`src/rtl/cp0_unit_pkg.sv`:
```
// Shared CP0 constants: register numbers, exception codes and Status/Cause bit positions.
package cp0_unit_pkg;

  // mfc0/mtc0 register numbers
  localparam logic [4:0] CP0_REG_BADVADDR = 5'd8;
  localparam logic [4:0] CP0_REG_COUNT    = 5'd9;
  localparam logic [4:0] CP0_REG_COMPARE  = 5'd11;
  localparam logic [4:0] CP0_REG_STATUS   = 5'd12;
  localparam logic [4:0] CP0_REG_CAUSE    = 5'd13;
  localparam logic [4:0] CP0_REG_EPC      = 5'd14;
  localparam logic [4:0] CP0_REG_PRID     = 5'd15;
  localparam logic [4:0] CP0_REG_CONFIG   = 5'd16;

  // Exception codes that capture a bad address
  localparam logic [4:0] EXC_CODE_ADEL = 5'd4;
  localparam logic [4:0] EXC_CODE_ADES = 5'd5;

  // Status bit positions
  localparam int unsigned STATUS_IE    = 0;
  localparam int unsigned STATUS_EXL   = 1;
  localparam int unsigned STATUS_IM_LO = 8;
  localparam int unsigned STATUS_BEV   = 22;

  // Cause bit positions
  localparam int unsigned CAUSE_EXC_LO = 2;
  localparam int unsigned CAUSE_IP_LO  = 8;
  localparam int unsigned CAUSE_TI     = 30;
  localparam int unsigned CAUSE_BD     = 31;

  // Address-error exceptions are the only ones that load BadVAddr
  function automatic logic is_addr_exc(input logic [4:0] code);
    return (code == EXC_CODE_ADEL) || (code == EXC_CODE_ADES);
  endfunction

endpackage

```
`src/rtl/cp0_unit_timer.sv`:
```
// CP0 timer: Count prescaler, Count, Compare and the sticky timer-interrupt flag.
module cp0_unit_timer #(
  parameter int unsigned COUNT_DIV = 2
) (
  input  logic        clk,
  input  logic        rst,
  input  logic        i_count_we,
  input  logic        i_compare_we,
  input  logic [31:0] i_wdata,
  output logic [31:0] o_count,
  output logic [31:0] o_compare,
  output logic        o_ti
);

  localparam logic [3:0] DivMax = 4'(COUNT_DIV - 1);

  logic [3:0]  r_presc;
  logic [31:0] r_count;
  logic [31:0] r_compare;
  logic        r_ti;
  logic        w_inc;
  logic [31:0] w_count_next;

  assign w_inc        = (r_presc == DivMax);
  assign w_count_next = r_count + 32'd1;

  // Prescaler/Count advance; Compare write clears TI and beats a same-cycle match
  always_ff @(posedge clk) begin
    if (rst) begin
      r_presc   <= '0;
      r_count   <= '0;
      r_compare <= '0;
      r_ti      <= 1'b0;
    end else begin
      if (i_count_we) begin
        r_count <= i_wdata;
        r_presc <= '0;
      end else if (w_inc) begin
        r_count <= w_count_next;
        r_presc <= '0;
      end else begin
        r_presc <= r_presc + 4'd1;
      end

      if (i_compare_we) begin
        r_compare <= i_wdata;
        r_ti      <= 1'b0;
      end else if (w_inc && !i_count_we && (w_count_next == r_compare)) begin
        r_ti <= 1'b1;
      end
    end
  end

  assign o_count   = r_count;
  assign o_compare = r_compare;
  assign o_ti      = r_ti;

endmodule

```
`src/rtl/cp0_unit.sv`:
```
// CP0 register file for the MEM stage: Status/Cause/EPC/BadVAddr, exception/eret/mtc0
// priority, interrupt request and the mfc0 read mux.
module cp0_unit
  import cp0_unit_pkg::*;
#(
  parameter int unsigned NUM_HW_INT = 6,
  parameter int unsigned COUNT_DIV  = 2,
  parameter logic [31:0] PRID_VAL   = 32'h004c_0102,
  parameter logic [31:0] CONFIG_VAL = 32'h0000_8000
) (
  input  logic                  clk,
  input  logic                  rst,
  input  logic                  i_we,
  input  logic [4:0]            i_waddr,
  input  logic [31:0]           i_wdata,
  input  logic [4:0]            i_raddr,
  output logic [31:0]           o_rdata,
  input  logic [NUM_HW_INT-1:0] i_hw_int,
  input  logic                  i_exc_valid,
  input  logic [4:0]            i_exc_code,
  input  logic [31:0]           i_exc_pc,
  input  logic                  i_exc_bd,
  input  logic [31:0]           i_exc_badvaddr,
  input  logic                  i_eret,
  output logic [31:0]           o_status,
  output logic [31:0]           o_cause,
  output logic [31:0]           o_epc,
  output logic                  o_int_req
);

  logic [7:0]  r_im;
  logic        r_exl;
  logic        r_ie;
  logic [1:0]  r_sw_ip;
  logic [5:0]  r_hw_ip;
  logic [4:0]  r_exc_code;
  logic        r_bd;
  logic [31:0] r_epc;
  logic [31:0] r_badvaddr;

  logic [31:0] w_count;
  logic [31:0] w_compare;
  logic        w_ti;
  logic [5:0]  w_hw_ext;
  logic [7:0]  w_ip;
  logic [31:0] w_status;
  logic [31:0] w_cause;
  logic        w_wr_count;
  logic        w_wr_compare;
  logic        w_wr_status;
  logic        w_wr_cause;
  logic        w_wr_epc;

  assign w_wr_count   = i_we && (i_waddr == CP0_REG_COUNT);
  assign w_wr_compare = i_we && (i_waddr == CP0_REG_COMPARE);
  assign w_wr_status  = i_we && (i_waddr == CP0_REG_STATUS);
  assign w_wr_cause   = i_we && (i_waddr == CP0_REG_CAUSE);
  assign w_wr_epc     = i_we && (i_waddr == CP0_REG_EPC);

  cp0_unit_timer #(
    .COUNT_DIV (COUNT_DIV)
  ) u_timer (
    .clk          (clk),
    .rst          (rst),
    .i_count_we   (w_wr_count),
    .i_compare_we (w_wr_compare),
    .i_wdata      (i_wdata),
    .o_count      (w_count),
    .o_compare    (w_compare),
    .o_ti         (w_ti)
  );

  // Zero-extend the interrupt lines to the six IP[7:2] slots
  always_comb begin
    w_hw_ext                 = '0;
    w_hw_ext[NUM_HW_INT-1:0] = i_hw_int;
  end

  // Per-field update; exception beats eret beats mtc0 only where they touch the same field
  always_ff @(posedge clk) begin
    if (rst) begin
      r_im       <= '0;
      r_exl      <= 1'b0;
      r_ie       <= 1'b0;
      r_sw_ip    <= '0;
      r_hw_ip    <= '0;
      r_exc_code <= '0;
      r_bd       <= 1'b0;
      r_epc      <= '0;
      r_badvaddr <= '0;
    end else begin
      r_hw_ip <= w_hw_ext;

      if (w_wr_cause) r_sw_ip <= i_wdata[CAUSE_IP_LO+:2];

      if (w_wr_status) begin
        r_im <= i_wdata[STATUS_IM_LO+:8];
        r_ie <= i_wdata[STATUS_IE];
      end

      if (i_exc_valid)      r_exl <= 1'b1;
      else if (i_eret)      r_exl <= 1'b0;
      else if (w_wr_status) r_exl <= i_wdata[STATUS_EXL];

      if (i_exc_valid) r_exc_code <= i_exc_code;

      // EPC/BD stay frozen for nested exceptions taken while EXL is set
      if (i_exc_valid && !r_exl) begin
        r_epc <= i_exc_bd ? (i_exc_pc - 32'd4) : i_exc_pc;
        r_bd  <= i_exc_bd;
      end else if (w_wr_epc) begin
        r_epc <= i_wdata;
      end

      if (i_exc_valid && is_addr_exc(i_exc_code)) r_badvaddr <= i_exc_badvaddr;
    end
  end

  assign w_ip = {r_hw_ip[5] | w_ti, r_hw_ip[4:0], r_sw_ip};

  // Assemble architectural Status and Cause views
  always_comb begin
    w_status                    = '0;
    w_status[STATUS_IE]         = r_ie;
    w_status[STATUS_EXL]        = r_exl;
    w_status[STATUS_IM_LO+:8]   = r_im;
    w_status[STATUS_BEV]        = 1'b1;
    w_cause                     = '0;
    w_cause[CAUSE_EXC_LO+:5]    = r_exc_code;
    w_cause[CAUSE_IP_LO+:8]     = w_ip;
    w_cause[CAUSE_TI]           = w_ti;
    w_cause[CAUSE_BD]           = r_bd;
  end

  // mfc0 read mux; unmapped registers read as zero
  always_comb begin
    o_rdata = '0;
    case (i_raddr)
      CP0_REG_BADVADDR: o_rdata = r_badvaddr;
      CP0_REG_COUNT:    o_rdata = w_count;
      CP0_REG_COMPARE:  o_rdata = w_compare;
      CP0_REG_STATUS:   o_rdata = w_status;
      CP0_REG_CAUSE:    o_rdata = w_cause;
      CP0_REG_EPC:      o_rdata = r_epc;
      CP0_REG_PRID:     o_rdata = PRID_VAL;
      CP0_REG_CONFIG:   o_rdata = CONFIG_VAL;
      default:          o_rdata = '0;
    endcase
  end

  assign o_status  = w_status;
  assign o_cause   = w_cause;
  assign o_epc     = r_epc;
  assign o_int_req = r_ie && !r_exl && (|(r_im & w_ip));

endmodule

```
`config.mk`:
```
export PLATFORM = sky130hd
export DESIGN_NAME = cp0_unit
export DESIGN_NICKNAME = d
export VERILOG_FILES = /design/src/rtl/cp0_unit_pkg.sv /design/src/rtl/cp0_unit_timer.sv /design/src/rtl/cp0_unit.sv
export SDC_FILE = /design/constraint.sdc
export NUM_CORES = 1
export LEC_CHECK = 0
export CORE_ASPECT_RATIO = 0.5
export CORE_MARGIN = 2
export CORE_UTILIZATION = 49
export DETAILED_ROUTE_END_ITERATION = 8
export PLACE_DENSITY = 0.83
export SETUP_SLACK_MARGIN = 0.3
export SLEW_MARGIN = 15
export SYNTH_ARGS = -nofsm -noshare
export SYNTH_HDL_FRONTEND = slang
export SYNTH_SLANG_ARGS = --single-unit
```
`constraint.sdc`:
```
create_clock -name clk -period 3.9 [get_ports clk]
set_clock_uncertainty 0.1 [all_clocks]
set_input_delay 0.975 -clock clk [delete_from_list [all_inputs] [get_ports clk]]
set_output_delay 0.975 -clock clk [all_outputs]
set_load 0.1 [all_outputs]
```
# Word-level counts from Yosys, hierarchy flattened
# Index checks and enable logic that the tools add are counted.
[classes]
n_addsub = 3
n_mul = 0
div_mod_pow = 0
order_cmp = 0
n_eq_ne = 17
n_shift = 0
n_mux = 9
bitwise = 2
n_reduce_logical = 20
[ops]
columns = ["cell", "count"]
rows = [
  ["$pmux 32 s8", 1],
  ["$mux 32", 5],
  ["$eq 5x4->1 const B", 12],
  ["$add 32x1->32 const B", 1],
  ["$eq 32x32->1", 1],
  ["$sub 32x3->32 const B", 1],
  ["$logic_and 1x1->1", 11],
  ["$eq 5x3->1 const B", 2],
  ["$and 8x8->8", 1],
  ["$reduce_or 8->1", 1],
  ["$eq 5x5->1 const B", 1],
  ["$add 4x1->4 const B", 1],
  ["$eq 4x1->1 const B", 1],
  ["$reduce_bool 2->1", 2],
  ["$mux 1", 3],
  ["$reduce_bool 3->1", 1],
  ["$reduce_or 3->1", 1],
  ["$logic_not 1->1", 2],
  ["$reduce_or 2->1", 1],
  ["$logic_or 1x1->1", 1],
  ["$or 1x1->1", 1],
]
[totals]
ff_bits = 157
latchBits = 0
ram_bits = 0
rom_bits = 0
out_inout_bits = 129
mem_count = 0

# Depth between registers and ports, before layout
[depth]
depth_word = 5
ltp_mapped = 9
depth_no_buf = 8

# Cells and area by module
# A second synthesis with hierarchy kept.
[hier_totals]
hier_cells = 1223
area_unflattened_um2 = 9683.0
[by_module_without_submodules]
columns = ["module", "instances", "cells_per_inst", "area_each_um2", "seq_area_each_um2"]
rows = [
  ["cp0_unit", 1, 723, 5549.1, 1761.7],
  ["cp0_unit_timer", 1, 500, 4134.0, 1381.3],
]

# Worst setup path before layout
# No wires, ideal clock.
[synth_path]
kind = "input to output"
startpoint = "input i_raddr[1]"
endpoint = "output o_rdata[8]"
arrival_ns = 3.793
required_time_ns = 2.825
slack_ns = -0.968
cell_stages = 4
path_buffers = 1
cell_sequence = "clkbuf_1 mux2_2 a22oi_1 o32ai_1"
[synth_via]
elab_chain_len = 2
word_cells_on_any_way = 9
[synth_lines]
columns = ["element", "line", "text"]
rows = [
  ["start: declaration", "cp0_unit.sv:16", "input logic [4:0] i_raddr,"],
  ["$eq 5x5->1 or $eq 5x4->1 (tied branches)", "cp0_unit.sv:138", "case (i_raddr)"],
  ["$pmux 32 s8 *", "cp0_unit.sv:138", ""],
  ["end: declaration", "cp0_unit.sv:17", "output logic [31:0] o_rdata,"],
]
# Every way passes the cells marked *; elsewhere a longest branch is shown, timed or not.

# Worst setup path in the final report
[layout_path]
startpoint = "input i_raddr[3]"
endpoint = "output o_rdata[1]"
# Same word-level chain as after synthesis.

==> metrics.cfg <==
[timing]
slew_violations = 0
setup_viol = 0
finalCritPeriodShare_pct = 91.1
tightestPinTransition_ns = 1.00
min_period_ns = 3.55
fmax_mhz = 281
timing.hold.ws_ns = 0.366
rsz0062_at_grt = true
setup_slack_ns = 0.347
slew_headroom_pct = 32.8
hold_viol = 0

[routing]
ant_nets = 0
vias = 9830
wl_um = 36200
drc = 0
drt-pass1-iter-count = 6
wl_per_cell_um = 22.3
drt-initial-drc-count = 1230
viasPerCell = 6.04

[global_routing]
antenna_found_initial = 0
grt_pass1_wl_um = 53700
grt_overflow = 0
grtUsageTotal_pct = 35.4
grt_max_degree = 135
grt_pass1_vias = 9061

[logic_synthesis]
synth_xor_area_share_pct = 9.10
ys_warn_count = 0
ys_types = 63
async_reset_ff_share_pct = 0
syn_inst = 1179
synthMuxAreaShare_pct = 5.80
synth_edf_count = 0
synth_area_um2 = 9340
syn_avg_cell_area_um2 = 7.92
synth_compound_area_share_pct = 17.9
synth-adder-area-share_pct = 0.536
synth_top_family_by_area = simple AND/OR/NAND/NOR gates
yosysSeqAreaShare_pct = 33.7
ys_seq_elements = 157
synth_flop_cell = dfxtp_1
synth-simple-area-share_pct = 24.6

[critical_path]
crit_start = i_raddr[3]
crit_required_ns = 2.82
worstPathArrival_ns = 2.48
cp_max_fo = 8
reg2reg_from = u_timer.o_count[0]
startpoint_type = input pin
critPathKind = in2out
cp-endpoint = o_rdata[1]
critPathCaptureType = primary output
reg2reg_to = u_timer.o_ti
rrSetupSlack_ns = 0.84
worst-r2r-cell-count = 8

[clock_tree]
cts_tree = built
numCtsBuffers = 17
cts.hold.buffers_added = 0
clk-insertion-delay-late_ns = 0.43
root_buffer = clkbuf_16
cts_sinks = 157
htree_levels = 4
clk_pin_slew_ns = 0.06
clock_path_buffers = 2

[hold_path]
hp-class = reg2reg

[placement]
io_buffer_count = 212
dp_slack_ns = -0.171
placed_area_um2 = 12100
gp_congestion = 1.02
place_hpwl_um = 27000

[finish]
nets = 1484
syn2layout_area_growth_pct = 37.5
mostFrequentLayoutCells = 171 x nand2_1, 157 x dfxtp_1, 142 x clkdlybuf4s50_1
fillerInstances = 1437
antennaDiodeCount = 0
fin_area_um2 = 12800
drive_gt1_share_pct = 15.5
final_common_cell = nand2_1

[power]
p_leak_uw = 0.00471
p_total_uw = 4470
p_per_area_nw_per_um2 = 348
peakVddDrop_mv = 0.308

[floorplan]
die_area_um2 = 20200
start_util_pct = 50.4
fp.dieH_um = 102
die_w_um = 199
num_rows = 35
io-pin-count = 252
core_area_um2 = 18500

[run]
drv_cap = 0

[outcome]
outcome = finished, final reports clean

cells by family after synthesis:
kind of cell / count (synthesis)
adders and majority gates: 4
other: 2
muxes: 54
buffers and inverters: 154
AOI/OAI and AO/OA: 239
DFF: 157
xor gates and xnor gates: 97
and+or+nand+nor: 472
critical path: stages:
cell and delay, ns:
clkbuf_2 0.13, nor2b_4 0.18, nand2_4 0.09, nor3_4 0.37, buf_6 0.22, a22oi_1 0.08
o21ai_0 0.08, a221o_2 0.16, buf_12 0.17
metrics by stage:
stage               TNS (ns)  utilization (%)  instances
floorplan                  0                -       1216
global placement       -1.08             65.2       1586
detailed placement     -1.96             65.2       1586
CTS                        0             68.6       1619
global route               0             69.4       1628
finish                     0             69.4       1628
synth_stat cells, types with 3 or more instances:
library cell | n | area share (%)
a22oi_1 | 37 | 3.0
or3_1 | 9 | 0.60
nand3_2 | 3 | 0.32
buf_2 | 10 | 0.54
nor4b_1 | 3 | 0.28
a22o_1 | 13 | 1.2
and4_1 | 5 | 0.47
clkbuf_1 | 75 | 3.0
ha_1 | 4 | 0.54
nor3b_1 | 4 | 0.32
or4_1 | 5 | 0.40
xnor2_1 | 55 | 5.2
a21oi_1 | 71 | 3.8
nand2b_1 | 8 | 0.54
inv_1 | 10 | 0.40
buf_4 | 51 | 4.1
xor2_1 | 42 | 3.9
and3_1 | 7 | 0.47
nor2_1 | 119 | 4.8
a31oi_1 | 5 | 0.33
dfxtp_1 | 157 | 34
buf_1 | 8 | 0.32
nor3_1 | 26 | 1.4
nor2b_1 | 9 | 0.60
mux2i_1 | 53 | 5.7
a211oi_1 | 62 | 5.0
nand2_1 | 174 | 7.0
nand3b_1 | 9 | 0.72
nor4_1 | 17 | 1.1
nand4_1 | 16 | 1.1
nor4_2 | 3 | 0.40
and2_1 | 7 | 0.47
a311oi_1 | 5 | 0.47
a221o_1 | 16 | 1.7
nand3_1 | 33 | 1.8
o21ai_0 | 9 | 0.48
worst min path at each step:
stage                   start        endpoint  slack, ns  cells after the start
3_3_place_gp   r_badvaddr[31]  r_badvaddr[31]       0.35                      2
6_report       r_badvaddr[30]  r_badvaddr[30]       0.37                      2
5_1_grt         r_badvaddr[1]   r_badvaddr[1]       0.38                      2
4_1_cts        r_badvaddr[30]  r_badvaddr[30]       0.36                      2
3_5_place_dp   r_badvaddr[27]  r_badvaddr[27]       0.35                      2
2_1_floorplan  r_badvaddr[30]  r_badvaddr[30]       0.34                      2
registers in the layout (all words and copies together) (netlist names):
| name | flops |
|---|---|
| o_epc | 32 |
| r_badvaddr | 32 |
| r_bd | 1 |
| r_exc_code | 5 |
| r_exl | 1 |
| r_hw_ip | 6 |
| r_ie | 1 |
| r_im | 8 |
| r_sw_ip | 2 |
| u_timer.o_compare | 32 |
| u_timer.o_count | 32 |
| u_timer.o_ti | 1 |
| u_timer.r_presc | 4 |
routing by layer:
layer,track usage [%],part of all wire (%),vias up,wire length (um)
li1,-,-,4452,-
met4,7.81,1.8,0,639
met3,12.2,14,60,4950
met2,51.9,42,612,15400
met1,50.1,42,4706,15300
met5,0,0,-,0
where the power goes:
group | total, uW | switching [uW] | internal (uW)
Combinational | 1030 | 727 | 300
Clock | 1710 | 684 | 1020
Sequential | 1730 | 74.7 | 1660
cell type report:
| class | count | area (um^2) | area share, % |
|---|---|---|---|
| inverter | 10 | 37.5 | 0.292 |
| tap | 259 | 324 | 2.52 |
| timing repair buffer | 266 | 2940 | 22.9 |
| multi-input combinational | 905 | 5810 | 45.2 |
| clock buffer | 21 | 450 | 3.51 |
| sequential | 157 | 3140 | 24.5 |
| clock inverter | 10 | 141 | 1.10 |
repair_timing:
item | 4_1_cts | 5_1_grt
pin swaps | 2 | 5
setup buffers | 2 | 6
endpoints found under the hold margin | 0 | 0
gates resized for setup | 13 | 13
setup endpoints to repair | 32 | 20
gates cloned | 0 | 3
Power figures use the tool's default switching activity.
